===== src/rtl/kv_pkg.sv =====
// Shared encodings, command payload and small helpers for the key/value command master.
package kv_pkg;

    localparam int unsigned KV_W     = 16;
    localparam int unsigned KV_TMO_W = 8;

    typedef enum logic [1:0] {
        KV_OP_INSERT = 2'd0,
        KV_OP_UPDATE = 2'd1,
        KV_OP_READ   = 2'd2,
        KV_OP_RSVD   = 2'd3
    } kv_op_e;

    typedef enum logic [1:0] {
        KV_ERR_OK       = 2'd0,
        KV_ERR_OVERFLOW = 2'd1,
        KV_ERR_TIMEOUT  = 2'd2,
        KV_ERR_BADCMD   = 2'd3
    } kv_err_e;

    typedef enum logic [2:0] {
        IDLE,
        REQ,
        WAIT_STALL,
        WAIT_ACK,
        RSP
    } kv_state_e;

    typedef struct packed {
        kv_op_e          op;
        logic [KV_W-1:0] addr;
        logic [KV_W-1:0] key;
        logic [KV_W-1:0] data;
    } kv_cmd_t;

    // Watchdog counter increment that sticks at all-ones.
    function automatic logic [KV_TMO_W-1:0] kv_sat_inc(input logic [KV_TMO_W-1:0] v);
        return (&v) ? v : v + KV_TMO_W'(1);
    endfunction

    // Reserved op, or a slot-addressed op aimed at slot 0, never reaches the store.
    function automatic logic kv_cmd_bad(input kv_cmd_t c);
        return (c.op == KV_OP_RSVD) || ((c.op != KV_OP_INSERT) && (c.addr == '0));
    endfunction

endpackage


===== src/rtl/kv_cmd_master_if.sv =====
// Command/response channel plus the store-side bus of the key/value command master.
interface kv_cmd_master_if;

    localparam int unsigned W = kv_pkg::KV_W;

    logic         cmd_valid;
    logic         cmd_ready;
    logic [1:0]   cmd_op;
    logic [W-1:0] cmd_addr;
    logic [W-1:0] cmd_key;
    logic [W-1:0] cmd_data;

    logic         rsp_valid;
    logic         rsp_ready;
    logic [W-1:0] rsp_data;
    logic [1:0]   rsp_err;

    logic [W-1:0] ADR_o;
    logic [W-1:0] DAT_o;
    logic [W-1:0] KEY_o;
    logic         WE_o;
    logic         STB_o;
    logic         CYC_o;
    logic         RESET_o;
    logic         STALL_i;
    logic         ACK_i;
    logic [W-1:0] DAT_i;

    modport master (
        input  cmd_valid, cmd_op, cmd_addr, cmd_key, cmd_data, rsp_ready,
        input  STALL_i, ACK_i, DAT_i,
        output cmd_ready, rsp_valid, rsp_data, rsp_err,
        output ADR_o, DAT_o, KEY_o, WE_o, STB_o, CYC_o, RESET_o
    );

    modport slave (
        output cmd_valid, cmd_op, cmd_addr, cmd_key, cmd_data, rsp_ready,
        output STALL_i, ACK_i, DAT_i,
        input  cmd_ready, rsp_valid, rsp_data, rsp_err,
        input  ADR_o, DAT_o, KEY_o, WE_o, STB_o, CYC_o, RESET_o
    );

endinterface


===== src/rtl/kv_cmd_master.sv =====
// Sole bus initiator for the key/value store: one command in flight, one response out,
// with a watchdog that pulses the store reset when a transaction hangs.
module kv_cmd_master
    import kv_pkg::*;
#(
    parameter int unsigned SLOTS   = 8,
    parameter int unsigned TIMEOUT = 255
) (
    input  logic            sys_clk,
    input  logic            sys_rst,
    kv_cmd_master_if.master bus
);

    localparam logic [KV_TMO_W-1:0] TMO_LAST = KV_TMO_W'(TIMEOUT - 1);
    localparam logic [KV_W-1:0]     SLOTS_W  = KV_W'(SLOTS);

    kv_state_e           state;
    kv_op_e              op_q;
    logic [KV_TMO_W-1:0] tmo_cnt;

    kv_cmd_t cmd_c;
    logic    bad_c;
    logic    tmo_hit_c;

    assign cmd_c = '{op:   kv_op_e'(bus.cmd_op),
                     addr: bus.cmd_addr,
                     key:  bus.cmd_key,
                     data: bus.cmd_data};
    assign bad_c     = kv_cmd_bad(cmd_c);
    assign tmo_hit_c = (tmo_cnt >= TMO_LAST);

    // Single registered FSM; every output is a flop updated alongside the state.
    always_ff @(posedge sys_clk) begin
        if (sys_rst) begin
            state         <= IDLE;
            op_q          <= KV_OP_INSERT;
            tmo_cnt       <= '0;
            bus.cmd_ready <= 1'b1;
            bus.rsp_valid <= 1'b0;
            bus.rsp_data  <= '0;
            bus.rsp_err   <= KV_ERR_OK;
            bus.ADR_o     <= '0;
            bus.DAT_o     <= '0;
            bus.KEY_o     <= '0;
            bus.WE_o      <= 1'b0;
            bus.STB_o     <= 1'b0;
            bus.CYC_o     <= 1'b0;
            bus.RESET_o   <= 1'b0;
        end else begin
            case (state)
                IDLE: begin
                    if (bus.cmd_valid) begin
                        bus.cmd_ready <= 1'b0;
                        op_q          <= cmd_c.op;
                        tmo_cnt       <= '0;
                        if (bad_c) begin
                            state         <= RSP;
                            bus.rsp_valid <= 1'b1;
                            bus.rsp_data  <= '0;
                            bus.rsp_err   <= KV_ERR_BADCMD;
                        end else begin
                            state     <= REQ;
                            bus.STB_o <= 1'b1;
                            bus.CYC_o <= 1'b1;
                            bus.WE_o  <= (cmd_c.op != KV_OP_READ);
                            bus.ADR_o <= (cmd_c.op == KV_OP_INSERT) ? '0 : cmd_c.addr;
                            bus.DAT_o <= cmd_c.data;
                            bus.KEY_o <= cmd_c.key;
                        end
                    end
                end

                // Reads keep the cycle open to collect data; writes close it and just await ACK.
                REQ: begin
                    bus.STB_o <= 1'b0;
                    if (op_q == KV_OP_READ) begin
                        state <= WAIT_STALL;
                    end else begin
                        state     <= WAIT_ACK;
                        bus.CYC_o <= 1'b0;
                        bus.WE_o  <= 1'b0;
                    end
                end

                // The store's STALL is still stale on the first cycle here (tmo_cnt == 0).
                WAIT_STALL: begin
                    if (bus.RESET_o) begin
                        bus.RESET_o   <= 1'b0;
                        state         <= RSP;
                        bus.rsp_valid <= 1'b1;
                        bus.rsp_data  <= '0;
                        bus.rsp_err   <= KV_ERR_TIMEOUT;
                    end else if ((tmo_cnt != '0) && !bus.STALL_i) begin
                        state        <= WAIT_ACK;
                        bus.rsp_data <= bus.DAT_i;
                        bus.CYC_o    <= 1'b0;
                        tmo_cnt      <= kv_sat_inc(tmo_cnt);
                    end else if (tmo_hit_c) begin
                        bus.RESET_o <= 1'b1;
                        bus.STB_o   <= 1'b0;
                        bus.CYC_o   <= 1'b0;
                        bus.WE_o    <= 1'b0;
                    end else begin
                        tmo_cnt <= kv_sat_inc(tmo_cnt);
                    end
                end

                WAIT_ACK: begin
                    if (bus.RESET_o) begin
                        bus.RESET_o   <= 1'b0;
                        state         <= RSP;
                        bus.rsp_valid <= 1'b1;
                        bus.rsp_data  <= '0;
                        bus.rsp_err   <= KV_ERR_TIMEOUT;
                    end else if (bus.ACK_i) begin
                        state         <= RSP;
                        bus.rsp_valid <= 1'b1;
                        bus.rsp_err   <= KV_ERR_OK;
                        // Read data was already captured when STALL dropped.
                        if (op_q != KV_OP_READ) begin
                            bus.rsp_data <= bus.DAT_i;
                            if ((op_q == KV_OP_INSERT) && (bus.DAT_i >= SLOTS_W)) begin
                                bus.rsp_err <= KV_ERR_OVERFLOW;
                            end
                        end
                    end else if (tmo_hit_c) begin
                        bus.RESET_o <= 1'b1;
                        bus.STB_o   <= 1'b0;
                        bus.CYC_o   <= 1'b0;
                        bus.WE_o    <= 1'b0;
                    end else begin
                        tmo_cnt <= kv_sat_inc(tmo_cnt);
                    end
                end

                RSP: begin
                    if (bus.rsp_ready) begin
                        state         <= IDLE;
                        bus.rsp_valid <= 1'b0;
                        bus.cmd_ready <= 1'b1;
                    end
                end

                default: begin
                    state         <= IDLE;
                    bus.cmd_ready <= 1'b1;
                    bus.rsp_valid <= 1'b0;
                end
            endcase
        end
    end

endmodule

===== src/flat_wrapper.sv =====
// flat-port wrapper written by rule: the top's interface ports become plain ports
module kv_cmd_master_flat import kv_pkg::*;
#(
    parameter int unsigned SLOTS   = 8,
    parameter int unsigned TIMEOUT = 255
)
  (sys_clk, sys_rst, bus_cmd_valid, bus_cmd_op, bus_cmd_addr, bus_cmd_key, bus_cmd_data, bus_rsp_ready, bus_STALL_i, bus_ACK_i, bus_DAT_i, bus_cmd_ready, bus_rsp_valid, bus_rsp_data, bus_rsp_err, bus_ADR_o, bus_DAT_o, bus_KEY_o, bus_WE_o, bus_STB_o, bus_CYC_o, bus_RESET_o);
  kv_cmd_master_if bus_i ();
  input  logic sys_clk;
  input  logic sys_rst;
  input wire logic [$bits(bus_i.cmd_valid)-1:0] bus_cmd_valid;
  input wire logic [$bits(bus_i.cmd_op)-1:0] bus_cmd_op;
  input wire logic [$bits(bus_i.cmd_addr)-1:0] bus_cmd_addr;
  input wire logic [$bits(bus_i.cmd_key)-1:0] bus_cmd_key;
  input wire logic [$bits(bus_i.cmd_data)-1:0] bus_cmd_data;
  input wire logic [$bits(bus_i.rsp_ready)-1:0] bus_rsp_ready;
  input wire logic [$bits(bus_i.STALL_i)-1:0] bus_STALL_i;
  input wire logic [$bits(bus_i.ACK_i)-1:0] bus_ACK_i;
  input wire logic [$bits(bus_i.DAT_i)-1:0] bus_DAT_i;
  output wire logic [$bits(bus_i.cmd_ready)-1:0] bus_cmd_ready;
  output wire logic [$bits(bus_i.rsp_valid)-1:0] bus_rsp_valid;
  output wire logic [$bits(bus_i.rsp_data)-1:0] bus_rsp_data;
  output wire logic [$bits(bus_i.rsp_err)-1:0] bus_rsp_err;
  output wire logic [$bits(bus_i.ADR_o)-1:0] bus_ADR_o;
  output wire logic [$bits(bus_i.DAT_o)-1:0] bus_DAT_o;
  output wire logic [$bits(bus_i.KEY_o)-1:0] bus_KEY_o;
  output wire logic [$bits(bus_i.WE_o)-1:0] bus_WE_o;
  output wire logic [$bits(bus_i.STB_o)-1:0] bus_STB_o;
  output wire logic [$bits(bus_i.CYC_o)-1:0] bus_CYC_o;
  output wire logic [$bits(bus_i.RESET_o)-1:0] bus_RESET_o;
  assign bus_i.cmd_valid = bus_cmd_valid;
  assign bus_i.cmd_op = bus_cmd_op;
  assign bus_i.cmd_addr = bus_cmd_addr;
  assign bus_i.cmd_key = bus_cmd_key;
  assign bus_i.cmd_data = bus_cmd_data;
  assign bus_i.rsp_ready = bus_rsp_ready;
  assign bus_i.STALL_i = bus_STALL_i;
  assign bus_i.ACK_i = bus_ACK_i;
  assign bus_i.DAT_i = bus_DAT_i;
  assign bus_cmd_ready = bus_i.cmd_ready;
  assign bus_rsp_valid = bus_i.rsp_valid;
  assign bus_rsp_data = bus_i.rsp_data;
  assign bus_rsp_err = bus_i.rsp_err;
  assign bus_ADR_o = bus_i.ADR_o;
  assign bus_DAT_o = bus_i.DAT_o;
  assign bus_KEY_o = bus_i.KEY_o;
  assign bus_WE_o = bus_i.WE_o;
  assign bus_STB_o = bus_i.STB_o;
  assign bus_CYC_o = bus_i.CYC_o;
  assign bus_RESET_o = bus_i.RESET_o;
  kv_cmd_master #(.SLOTS(SLOTS), .TIMEOUT(TIMEOUT)) u_core (.sys_clk(sys_clk), .sys_rst(sys_rst), .bus(bus_i));
endmodule

===== config.mk =====
export PLATFORM = sky130hd
export DESIGN_NAME = kv_cmd_master_flat
export DESIGN_NICKNAME = d
export VERILOG_FILES = /design/src/rtl/kv_pkg.sv /design/src/rtl/kv_cmd_master_if.sv /design/src/rtl/kv_cmd_master.sv /design/src/flat_wrapper.sv
export SDC_FILE = /design/constraint.sdc
export NUM_CORES = 1
export LEC_CHECK = 0
export ABC_AREA = 1
export BUFFER_PORTS_ARGS = -buffer_cell sky130_fd_sc_hd__buf_2
export CAP_MARGIN = 20
export CORE_MARGIN = 10
export CORE_UTILIZATION = 40
export CTS_CLUSTER_SIZE = 24
export DETAILED_ROUTE_END_ITERATION = 7
export PLACE_DENSITY = 0.72
export REMOVE_ABC_BUFFERS = 1
export SLEW_MARGIN = 20
export SYNTH_ARGS = -nofsm -noshare
export SYNTH_HDL_FRONTEND = slang
export SYNTH_SLANG_ARGS = --single-unit

===== constraint.sdc =====
create_clock -name sys_clk -period 3.4 [get_ports sys_clk]
set_input_delay 0.68 -clock sys_clk [delete_from_list [all_inputs] [get_ports sys_clk]]
set_output_delay 0.68 -clock sys_clk [all_outputs]
set_load 0.05 [all_outputs]

Word level (Yosys, flattened, before mapping)
Cells that the tools add are included.
{ "classes": {"n_mux": 73, "n_eq_ne": 21, "magnitude_cmp": 2, "n_bitwise": 3, "reduce_logical": 27, "n_addsub": 1} }
{ "ops": {"columns": ["operator", "count"], "rows": [
  ["2-to-1 mux 16 bit", 8],
  ["2-to-1 mux 8 bit", 7],
  ["one-hot mux 16 bit (3 select lines)", 1],
  ["2-to-1 mux 1 bit", 35],
  ["one-hot mux 8 bit (3 select lines)", 1],
  ["2-to-1 mux 3 bit", 7],
  ["!= test 2 bit (second input constant)", 10],
  ["greater-or-equal comparator 16 x 4 -> 1 bit (second input constant)", 1],
  ["logical NOT 16 bit", 1],
  ["AND reduction 8 bit", 2],
  ["one-hot mux 3 bit (5 select lines)", 1],
  ["AND reduction 7 bit", 2],
  ["2-to-1 mux 2 bit", 6],
  ["one-hot mux 1 bit (4 select lines)", 3],
  ["AND reduction 6 bit", 2],
  ["AND reduction 5 bit", 2],
  ["adder 8 x 1 -> 8 bit (second input constant)", 1],
  ["greater-or-equal comparator 8 bit (second input constant)", 1],
  ["nonzero test 8 bit", 1],
  ["== test 3 x 2 -> 1 bit (second input constant)", 2],
  ["!= test 3 x 1 -> 1 bit (second input constant)", 2],
  ["one-hot mux 2 bit (3 select lines)", 1],
  ["AND reduction 3 bit", 2],
  ["one-hot mux 1 bit (5 select lines)", 1],
  ["other kinds (19)", 27]
]} }
{ "totals": {"out_inout_bits": 72, "regBits": 85, "in_bits": 72, "elab_cells": 141} }

Logic depth before layout (Yosys ltp)
{ "logic_depth": {"depth_word": 7, "mapped_depth": 13, "ltp_nobuf": 12} }

Least setup slack after synthesis
No wires, ideal clock.
{ "synth_path": {"kind": "input to register", "start": "in bus_cmd_op[1]", "end": "reg u_core.bus.DAT_o[10]", "arrival_ps": 1648, "cell_stages": 10, "path_slack_ps": 1620, "path_buffers": 2, "cell_sequence": "nor2_1 > nor2_1 > nand3_1 > nand3_4 > inv_4 > nand2_1 > buf_4 > buf_6 > nand2_1 > a21oi_1"} }
{ "synth_via": {"elab_chain_cells": 5, "word_cells_on_any_way": 6, "cone_classes": "eq/ne: 1; bitwise: 1; reduce/logical: 4"} }
{ "synth_lines": {"columns": ["element", "line", "text"], "rows": [
  ["start: declaration", "flat_wrapper.sv:12", "input wire logic [$bits(bus_i.cmd_op)-1:0] bus_cmd_op;"],
  ["nonzero test 2 bit", "kv_pkg.sv:43", "return (c.op == KV_OP_RSVD) || ((c.op != KV_OP_INSERT) && (c.addr == '0));"],
  ["logical AND 1 bit", "kv_pkg.sv:43", null],
  ["logical OR 1 bit *", "kv_pkg.sv:43", null],
  ["NOT 1 bit (no source line) *", null, null],
  ["AND reduction 3 bit (no source line) *", null, null],
  ["end signal: assignment", "kv_cmd_master.sv:67", "bus.DAT_o <= cmd_c.data;"],
  ["end: declaration", "kv_cmd_master_if.sv:33", "output ADR_o, DAT_o, KEY_o, WE_o, STB_o, CYC_o, RESET_o"]
]} }
Mark *: on every way between the ends. The rest lies on a longest branch, timed or not.
A chain may end at the register's enable or synchronous reset.

Worst setup path after layout
{ "layout_path": {"start": "in bus_cmd_addr[11]", "end": "reg u_core.bus.rsp_data[2]"} }
{ "layout_via": {"elab_chain_cells": 5} }
{ "layout_lines": {"columns": ["element", "line", "text"], "rows": [
  ["start: declaration", "flat_wrapper.sv:13", "input wire logic [$bits(bus_i.cmd_addr)-1:0] bus_cmd_addr;"],
  ["logical NOT 16 bit", "kv_pkg.sv:43", null],
  ["logical AND 1 bit", "kv_pkg.sv:43", null],
  ["logical OR 1 bit", "kv_pkg.sv:43", null],
  ["!= test 2 x 1 -> 1 bit (no source line)", null, null],
  ["AND reduction 6 bit (no source line)", null, null],
  ["end signal: assignment", "kv_cmd_master.sv:95", "bus.rsp_data <= bus.DAT_i;"],
  ["end signal: assignment", "kv_cmd_master.sv:121", "bus.rsp_data <= bus.DAT_i;"],
  ["end: declaration", "kv_cmd_master_if.sv:32", "output cmd_ready, rsp_valid, rsp_data, rsp_err,"]
]} }
Every way passes these cells.

==> flow_summary.ini <==
[cells_and_area]
final_cells = 831
drive_gt1_share_pct = 26.65
num_antenna_cells = 0
seq_area_sq_mm = 0.001702
nets = 768
postLayoutCoreUtil_pct = 50.31
area_growth_pct = 23.48
postLayoutCellArea_sq_mm = 0.004895
multi_input_area_sq_mm = 0.001909
nFillCells = 1013

[clocking]
cts_buffers = 9
cts_tree = yes
htreeDepth = 3
clock_path_buffers = 2
clk_pin_slew_ns = 0.10
cts_sinks = 85
root_buffer = clkbuf_8
post_cts_buffers = 0
hold_buffers = 0
clk_latency_ns = 0.36
ctsResizeCount = 0

[placed_design]
finalWeightedCongestion = 0.8270
placed_area_sq_mm = 0.004692
dp_worst_setup_slack_ns = 0.8848
dp.cells = 815
dp_hpwl_um = 8871
io_buffers = 143

[critical_path]
cpMaxStageDelayCell = nor2_4
crit_required_ns = 3.66
critPathArrivalTime_ns = 2.38
r2r_setup_slack_ns = 1.27
worstPathMaxFanout = 50
end_kind = flip-flop
cp_num_buf_inv = 2
path_cells = buf_2, nor2_1, nand2_1, nor2_1, nand3_1, nand3_4, inv_4, nor2_4, nand2_1, nand2_1, nor2_1
slowest_delay_ns = 0.56
r2r-start = u_core.state[2]$_SDFFE_PP0P_
crit_family = simple AND/OR/NAND/NOR gates
critical_path_class = in -> reg
reg2reg_depth = 11
cp-start-kind = input pin
reg2reg_to = u_core.bus.rsp_data[2]$_SDFFE_PP0P_

[pwr]
leakage_nw = 2.314
p_seq_share_pct = 32.4
power.total_mw = 4.281
pwr-share-clk_pct = 16.7
power.internal_mw = 2.080
power_density_mw_per_mm2 = 874.5
pwr-share-comb_pct = 50.9
switching_share_pct = 51.40
peakVddDrop_uv = 352.4
p_sw_mw = 2.200

[synth]
synth.top_cells.by_count = 147 x nand2_1, 85 x dfxtp_1, 69 x nor2_1
synth_ff_type = dfxtp_1
syn-cell-area_sq_mm = 0.003964
ys_seq_area_share_pct = 42.93
yosys_register_bits = 85
synthTopCellsByArea = dfxtp_1 43%, nand2_1 14%, a21oi_1 8.3%
ys_types = 29
synth_top_area_share_pct = 42.93
synth_largest_area_cell = dfxtp_1
yosys.cell_count.top_type = nand2_1
synth-edff-count = 0
synthArstFlopShare_pct = 0
syn_avg_cell_area_sq_um = 7.016
syn_inst = 565
yosys_warnings = 0

[detailed_routing]
top_layer = met4
met3_wirelength_um = 853
wirelength_um = 11910
vias_per_cell = 4.987
dr.pass1.iters = 5
drt_first_iter_violations = 264
ant_nets = 0
num_vias = 4144
dr_wl_met2_um = 5983
routedWlPerCell_um = 14.33
wl_met1_um = 4918
remaining_drc_errors = 0

[timing]
setup-violations-final = 0
fin_crit_ns = 2.129
timing.final.max_slew_violations = 0
fin_crit_sh_pct = 62.60
tightest_slew_ns = 0.9015
fmax_ghz = 0.4698
setup_slack_ns = 1.272
rsz0062_at_grt = false
whs_ns = 0.4576
hold_viol = 0
fin_tns_setup_ns = 0
slew_headroom_pct = 39.84
clock_skew_ns = 0.01547

[floorplanning]
pin_count = 144
core_area_sq_mm = 0.009729
die_height_um = 119.5
rows = 36
die-area_sq_mm = 0.01429
start_util_pct = 40.74
die_w_um = 119.5

[global_route]
grt_max_degree = 56
grt_pass1_wl_um = 19300
grt_pass1_vias = 4068
grt-ovfl-total = 0
grt_use_total_pct = 15.96
antenna_found_initial = 0

[run_status]
status = finished, final reports clean

[worst_hold_path]
holdPathStages = 2
hold_path.startpoint = u_core.bus.cmd_ready$_SDFFE_PP1P_
hold_path.class = reg -> reg
min_delay_worst_endpoint = u_core.bus.cmd_ready$_SDFFE_PP1P_

[run]
drv_cap = 0
-- power groups by stage --
stage / registers [mW] / logic, mW / clock network, mW
6_report: 1.39 / 2.18 / 0.715
4_1_cts: 1.39 / 2.20 / 0.734
5_1_grt: 1.41 / 2.42 / 0.775
3_5_place_dp: 1.41 / 2.18 / 0
3_3_place_gp: 1.40 / 2.13 / 0
2_1_floorplan: 2.01 / 1.03 / 0
-- worst register-to-register path, cell delays in order (launching register included) --
cell and delay [ns]:
dfxtp_1 0.60, nor2_4 0.13, nand2_2 0.13, nor2_2 0.06, nand2_2 0.09, nand2_2 0.06, nor2_4 0.11, nand3_2 0.09
nor2_4 0.48, nand2_1 0.13, nand2_1 0.09, nor2_1 0.05
-- final cells by class --
type | count | share of cell area (%)
Clock buffer | 9 | 2.531
Clock inverter | 7 | 1.559
Inverter | 45 | 3.502
Multi-Input combinational cell | 405 | 39.01
Sequential cell | 85 | 34.76
Tap cell | 133 | 3.400
Timing Repair Buffer | 147 | 15.24
-- flip-flops by register name (all words and copies together), names as in the netlist --
register / cells
u_core.bus.ADR_o: 16
u_core.bus.DAT_o: 16
u_core.bus.KEY_o: 16
u_core.bus.rsp_data: 16
u_core.tmo_cnt: 8
u_core.state: 3
u_core.bus.rsp_err: 2
u_core.op_q: 2
u_core.bus.CYC_o: 1
u_core.bus.RESET_o: 1
u_core.bus.STB_o: 1
u_core.bus.WE_o: 1
u_core.bus.cmd_ready: 1
u_core.bus.rsp_valid: 1
-- how the worst max path moves through the flow --
stage | depth (start not counted) | end | slack (ns) | start
floorplan | 8 | u_core.bus.ADR_o[0]$_SDFFE_PP0P_ | 0.94 | bus_cmd_op[1]
CTS | 11 | u_core.bus.rsp_data[5]$_SDFFE_PP0P_ | 1.24 | u_core.state[2]$_SDFFE_PP0P_
detailed placement | 11 | u_core.bus.rsp_data[5]$_SDFFE_PP0P_ | 0.88 | bus_cmd_addr[11]
global route | 11 | u_core.bus.rsp_data[6]$_SDFFE_PP0P_ | 1.0 | bus_cmd_addr[8]
finish | 11 | u_core.bus.rsp_data[2]$_SDFFE_PP0P_ | 1.27 | bus_cmd_addr[11]
global placement | 11 | u_core.bus.rsp_data[0]$_SDFFE_PP0P_ | 0.97 | bus_cmd_addr[6]
-- routing by layer --
| metal | GRT usage [%] | vias to the layer above |
|---|---|---|
| met3 | 4.923 | 10 |
| met2 | 27.79 | 131 |
| met1 | 18.61 | 1900 |
| li1 | - | 2103 |
| met5 | 0 | - |
| met4 | 4.148 | 0 |
-- cell families (layout without fill, tap and decap cells) --
logic type / after synthesis / after routing / share of synthesized area, %
and+or+nand+nor: 311 / 311 / 35.13
AOI/OAI and AO/OA: 91 / 91 / 12.03
DFF: 85 / 85 / 42.93
buffers and inverters: 75 / 208 / 8.965
adders and majority gates: 3 / 3 / 0.9471
-- cells in the final DEF (no fill, tap or decap), types with 9 or more instances in the layout --
cell type and instances:
buf_2 143, nand4_1 24, nand3_1 49, o21ai_0 14, nand2_1 147, inv_1 39, clkbuf_8 9, nor2_1 68
dfxtp_1 85, a21oi_1 66
No activity file was read; power rests on OpenSTA's default activity.
